==> config.mk <==
export PLATFORM = sky130hd
export DESIGN_NAME = scaler_cfg_ctrl_flat
export DESIGN_NICKNAME = d
export VERILOG_FILES = /design/src/rtl/scaler_cfg_pkg.sv /design/src/rtl/scaler_cfg_ctrl_if.sv /design/src/rtl/seq_div_u32_u16.sv /design/src/rtl/scaler_cfg_ctrl.sv /design/src/flat_wrapper.sv
export SDC_FILE = /design/constraint.sdc
export NUM_CORES = 1
export LEC_CHECK = 0
export BUFFER_PORTS_ARGS = -buffer_cell sky130_fd_sc_hd__buf_2
export CAP_MARGIN = 15
export CELL_PAD_IN_SITES_DETAIL_PLACEMENT = 0
export CELL_PAD_IN_SITES_GLOBAL_PLACEMENT = 1
export CORE_ASPECT_RATIO = 0.75
export CORE_UTILIZATION = 40
export CTS_BUF_LIST = sky130_fd_sc_hd__clkbuf_8
export DETAILED_ROUTE_END_ITERATION = 10
export PLACE_DENSITY = 0.85
export RECOVER_POWER = 100
export SETUP_SLACK_MARGIN = 0.02
export SLEW_MARGIN = 40
export SYNTH_ARGS = -nofsm -noshare
export SYNTH_HDL_FRONTEND = slang
export SYNTH_SLANG_ARGS = --single-unit
export TNS_END_PERCENT = 100
==> constraint.sdc <==
create_clock -name clk -period 3.1 [get_ports clk]
set_input_delay 0.465 -clock clk [delete_from_list [all_inputs] [get_ports clk]]
set_output_delay 0.465 -clock clk [all_outputs]
set_load 0.02 [all_outputs]
==> src/rtl/scaler_cfg_pkg.sv <==
// Shared types and constants for the scaler configuration controller.
package scaler_cfg_pkg;

  typedef enum logic [2:0] {
    StIdle,
    StCheck,
    StDivX,
    StDivY,
    StReady,
    StCommit
  } state_e;

  localparam logic [3:0]  PKT_CROP  = 4'd0;
  localparam logic [3:0]  PKT_SIZE  = 4'd1;
  localparam int unsigned FRAC_BITS = 16;
  localparam logic [31:0] RATIO_ONE = 32'h0001_0000;

  typedef struct packed {
    logic [3:0]  ptype;
    logic [15:0] sx;
    logic [15:0] sy;
    logic [15:0] ex;
    logic [15:0] ey;
    logic [15:0] zx;
    logic [15:0] zy;
    logic [7:0]  alg;
  } pkt_t;

  typedef struct packed {
    logic [15:0] start_x;
    logic [15:0] start_y;
    logic [15:0] crop_w;
    logic [15:0] crop_h;
    logic [15:0] size_x;
    logic [15:0] size_y;
    logic [7:0]  alg;
  } cfg_set_t;

endpackage

==> src/rtl/scaler_cfg_ctrl_if.sv <==
// Parameter-packet input and active-configuration output bundle.
interface scaler_cfg_ctrl_if;
  logic        param_valid;
  logic [3:0]  packet_type;
  logic [15:0] start_x, start_y, end_x, end_y;
  logic [15:0] size_x, size_y;
  logic [7:0]  algorithm;
  logic        frame_start;

  logic [15:0] act_start_x, act_start_y;
  logic [15:0] act_crop_w, act_crop_h;
  logic [15:0] act_size_x, act_size_y;
  logic [31:0] act_ratio_x, act_ratio_y;
  logic [7:0]  act_algorithm;
  logic        cfg_update, busy, pending;
  logic [7:0]  err_cnt;

  modport master (
    output param_valid, packet_type, start_x, start_y, end_x, end_y, size_x, size_y,
           algorithm, frame_start,
    input  act_start_x, act_start_y, act_crop_w, act_crop_h, act_size_x, act_size_y,
           act_ratio_x, act_ratio_y, act_algorithm, cfg_update, busy, pending, err_cnt
  );

  modport slave (
    input  param_valid, packet_type, start_x, start_y, end_x, end_y, size_x, size_y,
           algorithm, frame_start,
    output act_start_x, act_start_y, act_crop_w, act_crop_h, act_size_x, act_size_y,
           act_ratio_x, act_ratio_y, act_algorithm, cfg_update, busy, pending, err_cnt
  );
endinterface

==> src/rtl/seq_div_u32_u16.sv <==
// Iterative restoring divider: one quotient bit per cycle, 32 cycles after start.
module seq_div_u32_u16 (
  input  logic        clk,
  input  logic        rst_n,
  input  logic        start,
  input  logic        abort,
  input  logic [31:0] dividend,
  input  logic [15:0] divisor,
  output logic        done,
  output logic [31:0] quotient
);

  logic [15:0] rem_q, rem_nx;
  logic [31:0] quo_q, quo_nx;
  logic [15:0] dvs_q;
  logic [4:0]  cnt_q;
  logic        run_q;
  logic [16:0] rem_sh;
  logic        ge;

  // Remainder stays below the divisor, so 16 bits hold it between steps.
  always_comb begin
    rem_sh   = {rem_q, quo_q[31]};
    ge       = {16'd0, rem_sh} >= {17'd0, dvs_q};
    rem_nx   = ge ? 16'(rem_sh - {1'b0, dvs_q}) : rem_sh[15:0];
    quo_nx   = {quo_q[30:0], ge};
    done     = run_q && (cnt_q == 5'd31);
    quotient = quo_nx;
  end

  always_ff @(posedge clk or negedge rst_n) begin
    if (!rst_n) begin
      rem_q <= '0;
      quo_q <= '0;
      dvs_q <= '0;
      cnt_q <= '0;
      run_q <= 1'b0;
    end else if (abort) begin
      run_q <= 1'b0;
    end else if (start) begin
      rem_q <= '0;
      quo_q <= dividend;
      dvs_q <= divisor;
      cnt_q <= '0;
      run_q <= 1'b1;
    end else if (run_q) begin
      rem_q <= rem_nx;
      quo_q <= quo_nx;
      cnt_q <= cnt_q + 5'd1;
      run_q <= (cnt_q != 5'd31);
    end
  end

endmodule

==> src/rtl/scaler_cfg_ctrl.sv <==
// Captures and validates scaler parameter packets, computes 16.16 ratios and
// commits the full set to the scaler only at a frame boundary.
module scaler_cfg_ctrl #(
  parameter int unsigned MAX_W = 1920,
  parameter int unsigned MAX_H = 1080
) (
  input logic              clk,
  input logic              rst_n,
  scaler_cfg_ctrl_if.slave cfg
);
  import scaler_cfg_pkg::*;

  localparam logic [15:0] MaxW = 16'(MAX_W);
  localparam logic [15:0] MaxH = 16'(MAX_H);
  localparam cfg_set_t CfgRst = '{start_x: 16'd0, start_y: 16'd0, crop_w: MaxW, crop_h: MaxH,
                                  size_x: MaxW, size_y: MaxH, alg: 8'd0};

  state_e      state_q, state_d;
  pkt_t        cap_q;
  logic        cap_new_q, cap_new_d;
  cfg_set_t    stg_q, stg_d, act_q, act_d;
  logic [31:0] ratio_x_q, ratio_x_d, ratio_y_q, ratio_y_d;
  logic [31:0] act_rx_q, act_rx_d, act_ry_q, act_ry_d;
  logic        intr_q, intr_d, upd_q, upd_d;
  logic [7:0]  err_q, err_d;
  logic        pkt_ok;
  logic        div_start, div_abort, div_done;
  logic [31:0] div_dividend, div_quotient;
  logic [15:0] div_divisor;

  always_ff @(posedge clk or negedge rst_n) begin
    if (!rst_n) begin
      cap_q <= '0;
    end else if (cfg.param_valid) begin
      cap_q <= '{ptype: cfg.packet_type, sx: cfg.start_x, sy: cfg.start_y, ex: cfg.end_x,
                 ey: cfg.end_y, zx: cfg.size_x, zy: cfg.size_y, alg: cfg.algorithm};
    end
  end

  always_comb begin
    pkt_ok = 1'b0;
    if (cap_q.ptype == PKT_CROP) begin
      pkt_ok = (cap_q.ex > cap_q.sx) && (cap_q.ey > cap_q.sy) &&
               (cap_q.ex <= MaxW) && (cap_q.ey <= MaxH);
    end else if (cap_q.ptype == PKT_SIZE) begin
      pkt_ok = (cap_q.zx != 16'd0) && (cap_q.zx <= MaxW) &&
               (cap_q.zy != 16'd0) && (cap_q.zy <= MaxH);
    end
  end

  always_comb begin
    state_d   = state_q;
    cap_new_d = cap_new_q;
    stg_d     = stg_q;
    act_d     = act_q;
    ratio_x_d = ratio_x_q;
    ratio_y_d = ratio_y_q;
    act_rx_d  = act_rx_q;
    act_ry_d  = act_ry_q;
    intr_d    = intr_q;
    err_d     = err_q;
    upd_d     = 1'b0;
    div_start = 1'b0;
    div_abort = 1'b0;
    unique case (state_q)
      StIdle: if (cap_new_q) state_d = StCheck;
      StCheck: begin
        cap_new_d = 1'b0;
        intr_d    = 1'b0;
        if (pkt_ok) begin
          if (cap_q.ptype == PKT_CROP) begin
            stg_d.start_x = cap_q.sx;
            stg_d.start_y = cap_q.sy;
            stg_d.crop_w  = cap_q.ex - cap_q.sx;
            stg_d.crop_h  = cap_q.ey - cap_q.sy;
          end else begin
            stg_d.size_x = cap_q.zx;
            stg_d.size_y = cap_q.zy;
          end
          stg_d.alg = cap_q.alg;
          div_start = 1'b1;
          state_d   = StDivX;
        end else begin
          if (err_q != 8'hFF) err_d = err_q + 8'd1;
          // A rejected packet must not lose a set that was already on its way to commit.
          div_start = intr_q;
          state_d   = intr_q ? StDivX : StIdle;
        end
      end
      StDivX: begin
        if (cap_new_q) begin
          div_abort = 1'b1;
          intr_d    = 1'b1;
          state_d   = StCheck;
        end else if (div_done) begin
          ratio_x_d = div_quotient;
          div_start = 1'b1;
          state_d   = StDivY;
        end
      end
      StDivY: begin
        if (cap_new_q) begin
          div_abort = 1'b1;
          intr_d    = 1'b1;
          state_d   = StCheck;
        end else if (div_done) begin
          ratio_y_d = div_quotient;
          state_d   = StReady;
        end
      end
      StReady: begin
        if (cap_new_q) begin
          intr_d  = 1'b1;
          state_d = StCheck;
        end else if (cfg.frame_start) begin
          state_d = StCommit;
        end
      end
      StCommit: begin
        act_d    = stg_q;
        act_rx_d = ratio_x_q;
        act_ry_d = ratio_y_q;
        upd_d    = 1'b1;
        state_d  = cap_new_q ? StCheck : StIdle;
      end
      default: state_d = StIdle;
    endcase
    if (cfg.param_valid) cap_new_d = 1'b1;

    // X division starts from the staging set being written in CHECK.
    if (state_q == StDivX) begin
      div_dividend = {stg_q.crop_h, {FRAC_BITS{1'b0}}};
      div_divisor  = stg_q.size_y;
    end else begin
      div_dividend = {stg_d.crop_w, {FRAC_BITS{1'b0}}};
      div_divisor  = stg_d.size_x;
    end
  end

  always_ff @(posedge clk or negedge rst_n) begin
    if (!rst_n) begin
      state_q   <= StIdle;
      cap_new_q <= 1'b0;
      stg_q     <= CfgRst;
      act_q     <= CfgRst;
      ratio_x_q <= RATIO_ONE;
      ratio_y_q <= RATIO_ONE;
      act_rx_q  <= RATIO_ONE;
      act_ry_q  <= RATIO_ONE;
      intr_q    <= 1'b0;
      err_q     <= 8'd0;
      upd_q     <= 1'b0;
    end else begin
      state_q   <= state_d;
      cap_new_q <= cap_new_d;
      stg_q     <= stg_d;
      act_q     <= act_d;
      ratio_x_q <= ratio_x_d;
      ratio_y_q <= ratio_y_d;
      act_rx_q  <= act_rx_d;
      act_ry_q  <= act_ry_d;
      intr_q    <= intr_d;
      err_q     <= err_d;
      upd_q     <= upd_d;
    end
  end

  seq_div_u32_u16 u_div (
    .clk      (clk),
    .rst_n    (rst_n),
    .start    (div_start),
    .abort    (div_abort),
    .dividend (div_dividend),
    .divisor  (div_divisor),
    .done     (div_done),
    .quotient (div_quotient)
  );

  assign cfg.act_start_x   = act_q.start_x;
  assign cfg.act_start_y   = act_q.start_y;
  assign cfg.act_crop_w    = act_q.crop_w;
  assign cfg.act_crop_h    = act_q.crop_h;
  assign cfg.act_size_x    = act_q.size_x;
  assign cfg.act_size_y    = act_q.size_y;
  assign cfg.act_algorithm = act_q.alg;
  assign cfg.act_ratio_x   = act_rx_q;
  assign cfg.act_ratio_y   = act_ry_q;
  assign cfg.cfg_update    = upd_q;
  assign cfg.err_cnt       = err_q;
  assign cfg.busy          = (state_q == StCheck) || (state_q == StDivX) || (state_q == StDivY);
  assign cfg.pending       = (state_q == StReady);

endmodule

==> src/flat_wrapper.sv <==
// flat-port wrapper written by rule: the top's interface ports become plain ports
module scaler_cfg_ctrl_flat import scaler_cfg_pkg::*;
#(
  parameter int unsigned MAX_W = 1920,
  parameter int unsigned MAX_H = 1080
)
  (clk, rst_n, cfg_param_valid, cfg_packet_type, cfg_start_x, cfg_start_y, cfg_end_x, cfg_end_y, cfg_size_x, cfg_size_y, cfg_algorithm, cfg_frame_start, cfg_act_start_x, cfg_act_start_y, cfg_act_crop_w, cfg_act_crop_h, cfg_act_size_x, cfg_act_size_y, cfg_act_ratio_x, cfg_act_ratio_y, cfg_act_algorithm, cfg_cfg_update, cfg_busy, cfg_pending, cfg_err_cnt);
  scaler_cfg_ctrl_if cfg_i ();
  input logic clk;
  input logic rst_n;
  input wire logic [$bits(cfg_i.param_valid)-1:0] cfg_param_valid;
  input wire logic [$bits(cfg_i.packet_type)-1:0] cfg_packet_type;
  input wire logic [$bits(cfg_i.start_x)-1:0] cfg_start_x;
  input wire logic [$bits(cfg_i.start_y)-1:0] cfg_start_y;
  input wire logic [$bits(cfg_i.end_x)-1:0] cfg_end_x;
  input wire logic [$bits(cfg_i.end_y)-1:0] cfg_end_y;
  input wire logic [$bits(cfg_i.size_x)-1:0] cfg_size_x;
  input wire logic [$bits(cfg_i.size_y)-1:0] cfg_size_y;
  input wire logic [$bits(cfg_i.algorithm)-1:0] cfg_algorithm;
  input wire logic [$bits(cfg_i.frame_start)-1:0] cfg_frame_start;
  output wire logic [$bits(cfg_i.act_start_x)-1:0] cfg_act_start_x;
  output wire logic [$bits(cfg_i.act_start_y)-1:0] cfg_act_start_y;
  output wire logic [$bits(cfg_i.act_crop_w)-1:0] cfg_act_crop_w;
  output wire logic [$bits(cfg_i.act_crop_h)-1:0] cfg_act_crop_h;
  output wire logic [$bits(cfg_i.act_size_x)-1:0] cfg_act_size_x;
  output wire logic [$bits(cfg_i.act_size_y)-1:0] cfg_act_size_y;
  output wire logic [$bits(cfg_i.act_ratio_x)-1:0] cfg_act_ratio_x;
  output wire logic [$bits(cfg_i.act_ratio_y)-1:0] cfg_act_ratio_y;
  output wire logic [$bits(cfg_i.act_algorithm)-1:0] cfg_act_algorithm;
  output wire logic [$bits(cfg_i.cfg_update)-1:0] cfg_cfg_update;
  output wire logic [$bits(cfg_i.busy)-1:0] cfg_busy;
  output wire logic [$bits(cfg_i.pending)-1:0] cfg_pending;
  output wire logic [$bits(cfg_i.err_cnt)-1:0] cfg_err_cnt;
  assign cfg_i.param_valid = cfg_param_valid;
  assign cfg_i.packet_type = cfg_packet_type;
  assign cfg_i.start_x = cfg_start_x;
  assign cfg_i.start_y = cfg_start_y;
  assign cfg_i.end_x = cfg_end_x;
  assign cfg_i.end_y = cfg_end_y;
  assign cfg_i.size_x = cfg_size_x;
  assign cfg_i.size_y = cfg_size_y;
  assign cfg_i.algorithm = cfg_algorithm;
  assign cfg_i.frame_start = cfg_frame_start;
  assign cfg_act_start_x = cfg_i.act_start_x;
  assign cfg_act_start_y = cfg_i.act_start_y;
  assign cfg_act_crop_w = cfg_i.act_crop_w;
  assign cfg_act_crop_h = cfg_i.act_crop_h;
  assign cfg_act_size_x = cfg_i.act_size_x;
  assign cfg_act_size_y = cfg_i.act_size_y;
  assign cfg_act_ratio_x = cfg_i.act_ratio_x;
  assign cfg_act_ratio_y = cfg_i.act_ratio_y;
  assign cfg_act_algorithm = cfg_i.act_algorithm;
  assign cfg_cfg_update = cfg_i.cfg_update;
  assign cfg_busy = cfg_i.busy;
  assign cfg_pending = cfg_i.pending;
  assign cfg_err_cnt = cfg_i.err_cnt;
  scaler_cfg_ctrl #(.MAX_W(MAX_W), .MAX_H(MAX_H)) u_core (.clk(clk), .rst_n(rst_n), .cfg(cfg_i));
endmodule
==> impl_metrics.tcl <==
set metrics [dict create \
    outcome "finished, violations left" \
    violations "capacitance limit, slew limit" \
    cts_buffer_depth 3 \
    synth_edf_count 0 \
    ys_types 67 \
    slew_headroom -0.522 \
    wl_per_cell_um 18.2 \
    layout_commonest_cell "nand2_1" \
    drv_cap 3 \
    required_ns 3.65 \
    area_delta_synth_final_pct 24.8 \
    grt.total_usage 0.215 \
    grt_overflow 0 \
    grt_max_degree 172 \
    routed_wl_um 62700 \
    power_leakage_nw 14.1 \
    antenna_found_initial 1 \
    setup_viol 0 \
    cp-start-kind "flop" \
    cts_buffers 87 \
    core_area_um2 56200 \
    synthFlopType "dfrtp_1" \
    yosysWarnings 0 \
    cts_tree "yes" \
    ir_drop_v 0.000330 \
    synth_nets 2352 \
    hold_violations 0 \
    fin_skew_ns 0.0272 \
    synth-seq-cells 528 \
    cts_sinks 528 \
    path_class "flop to flop" \
    ys_seq_area_frac 0.580 \
    htreeDepth 3 \
    clk_pin_slew_ns 0.06 \
    slew_viol_final 186 \
    tightestPinTransition_ns 2.28 \
    clkLatencyLatePin_ns 0.67 \
    hold_path_class "primary input to flop" \
    cts_root_buf "clkbuf_8" \
    worstPathArrival_ns 3.62 \
    crit_fanout 18 \
    rows 75 \
    ant_nets 0 \
    io_pins 291 \
    grt_pass1_vias 18000 \
    io_buffers 290 \
    syn-cell-area_um2 22900 \
    fin_util 0.508 \
    via_per_inst 5.08 \
    place.gp.congestion 0.879 \
    rsz0062_at_grt "true" \
    drt_iter0_drc 1120 \
    via_count 17500 \
    end_kind "flop" \
    die_h_um 209 \
    hpwl_um 42100 \
    ys_async_sr_fraction 1.00 \
    die-area_um2 58100 \
    hold_slack_ns 0.0638 \
    layout_common_cells "nand2_1, dfrtp_1, clkbuf_1" \
    final_nets 2805 \
    nFillCells 5137 \
    drive_above_1_share 0.226 \
    power.density_nw_per_um2 629 \
    die_w_um 278 \
    period_share 0.992 \
    avgSynthCellArea_um2 10.5 \
    clock.fmax_ghz 0.325 \
    fin_crit_ns 3.07 \
    start_util 0.407 \
    synthCells 2186 \
    drc_errors 0 \
    grt_pass1_wl_um 99300 \
    dr.pass1.iters 5 \
]
layer usage:
layer  GRT usage  wire (um)  up-vias
met5           0          0        -
met4      0.0633       1280        0
met3      0.0544       3910       91
met2       0.328      27900      492
met1       0.304      29600     8658
li1            -          -     8239
flip-flops by register name, summed over array words and instances, names as in the netlist:
register	count
u_core.cfg.act_algorithm	8
u_core.cfg.act_crop_w	16
u_core.u_div.run_q	1
u_core.cfg.act_ratio_y	32
u_core.cap_q	108
u_core.cfg.act_start_x	16
u_core.u_div.quo_q	32
u_core.stg_q	104
u_core.state_q	3
u_core.cap_new_q	1
u_core.cfg.act_ratio_x	32
u_core.u_div.dvs_q	16
u_core.ratio_x_q	32
u_core.cfg.err_cnt	8
u_core.cfg.cfg_update	1
u_core.intr_q	1
u_core.cfg.act_size_y	16
u_core.cfg.act_crop_h	16
u_core.ratio_y_q	32
u_core.u_div.cnt_q	5
u_core.cfg.act_start_y	16
u_core.u_div.rem_q	16
u_core.cfg.act_size_x	16
cell usage after synthesis, types with 8 or more instances:
| master | n | share of area |
|---|---|---|
| nand2_1 | 694 | 0.11 |
| dfrtp_1 | 492 | 0.54 |
| mux2_2 | 180 | 0.089 |
| o21ai_0 | 136 | 0.030 |
| clkbuf_1 | 89 | 0.015 |
| a21oi_1 | 79 | 0.017 |
| inv_1 | 72 | 0.012 |
| ha_1 | 51 | 0.028 |
| dfstp_2 | 36 | 0.041 |
| mux2i_1 | 36 | 0.016 |
| nor2_1 | 36 | 0.0059 |
| xnor2_1 | 28 | 0.011 |
| nor3_1 | 21 | 0.0046 |
| a21o_1 | 17 | 0.0056 |
| xor2_1 | 16 | 0.0061 |
| and2_1 | 15 | 0.0041 |
| nand4_1 | 13 | 0.0036 |
| or3_1 | 13 | 0.0036 |
| buf_2 | 12 | 0.0026 |
| nand3_1 | 12 | 0.0026 |
| and3_1 | 10 | 0.0027 |
| nand2b_1 | 9 | 0.0025 |
| nor4_1 | 9 | 0.0025 |
| nor2b_1 | 8 | 0.0022 |
| o221a_2 | 8 | 0.0039 |
metrics by stage:
stage                     setup TNS [ns]  instances  setup WS [ns]  instance area, um^2  power (mW)
after global placement            -0.177       3178        -0.0250                25700        11.3
after floorplan                        0       2186         0.0425                22900        10.1
after detailed placement         -0.0309       3178       -0.00691                25700        11.4
after global routing               -2.37       3443        -0.0825                28500        18.9
final                                  0       3443         0.0253                28500        17.9
after CTS                              0       3428        0.00150                28400        18.0
report_power, final:
group	internal (mW)	switching [mW]
Combinational	1.65	2.06
Clock	3.52	2.92
Sequential	7.34	0.465
logic make-up (layout without fill, tap and decap cells):
kind of cell | Yosys count | after routing | synth area share
compound gates | 300 | 301 | 0.0787
xor+xnor | 44 | 44 | 0.0169
fa+ha+maj | 54 | 54 | 0.0305
buf+inv | 179 | 703 | 0.0309
flops | 528 | 528 | 0.580
mux | 221 | 221 | 0.107
other cells | 0 | 1 | 0
simple gates | 860 | 860 | 0.156
critical path, cell delays in order (launching register included):
cell      delay [ns]
dfrtp_1         0.42
ha_4            0.18
fa_2            0.34
nand2b_4        0.15
a211oi_2        0.23
or3_4           0.17
a211oi_2        0.06
buf_4           0.15
o31ai_4         0.24
buf_4           0.17
nand3_4         0.08
buf_12          0.17
buf_4           0.16
mux2i_1         0.14
a221oi_1        0.29
repair_timing:
action / CTS / global route
gates resized for setup: 4 / 51
setup buffers: 0 / 9
setup endpoints to repair: 37 / 109
hold buffers: 88 / 0
hold endpoints to repair: 144 / 0
cloned: 1 / 5
pin swaps: 3 / 15
final cells by class:
class,instances,area [um^2],share of cell area
diodes,1,2.50,0.0000877
multi-input cells,1480,9210,0.323
well taps,731,915,0.0321
flip-flops and latches,528,13300,0.465
clock buffers,112,1540,0.0540
repair buffers,470,3020,0.106
clock inverters,49,315,0.0111
inverters,72,270,0.00947
final timing paths:
check	from	endpoint	slack, ns	cells after the start
hold / removal	cfg_size_y[9]	u_core.cap_q[17]	0.06	2
min in group asynchronous	rst_n	u_core.cap_q[90]	0.92	2
setup reg to reg	u_core.cap_q[88]	u_core.u_div.quo_q[16]	0.03	14
setup / recovery	u_core.cap_q[88]	u_core.u_div.quo_q[16]	0.03	14
hold reg to reg	u_core.stg_q[7]	u_core.cfg.act_algorithm[7]	0.45	2
max in group asynchronous	rst_n	u_core.ratio_x_q[4]	0.46	4
(Power assumes the default switching activity.)
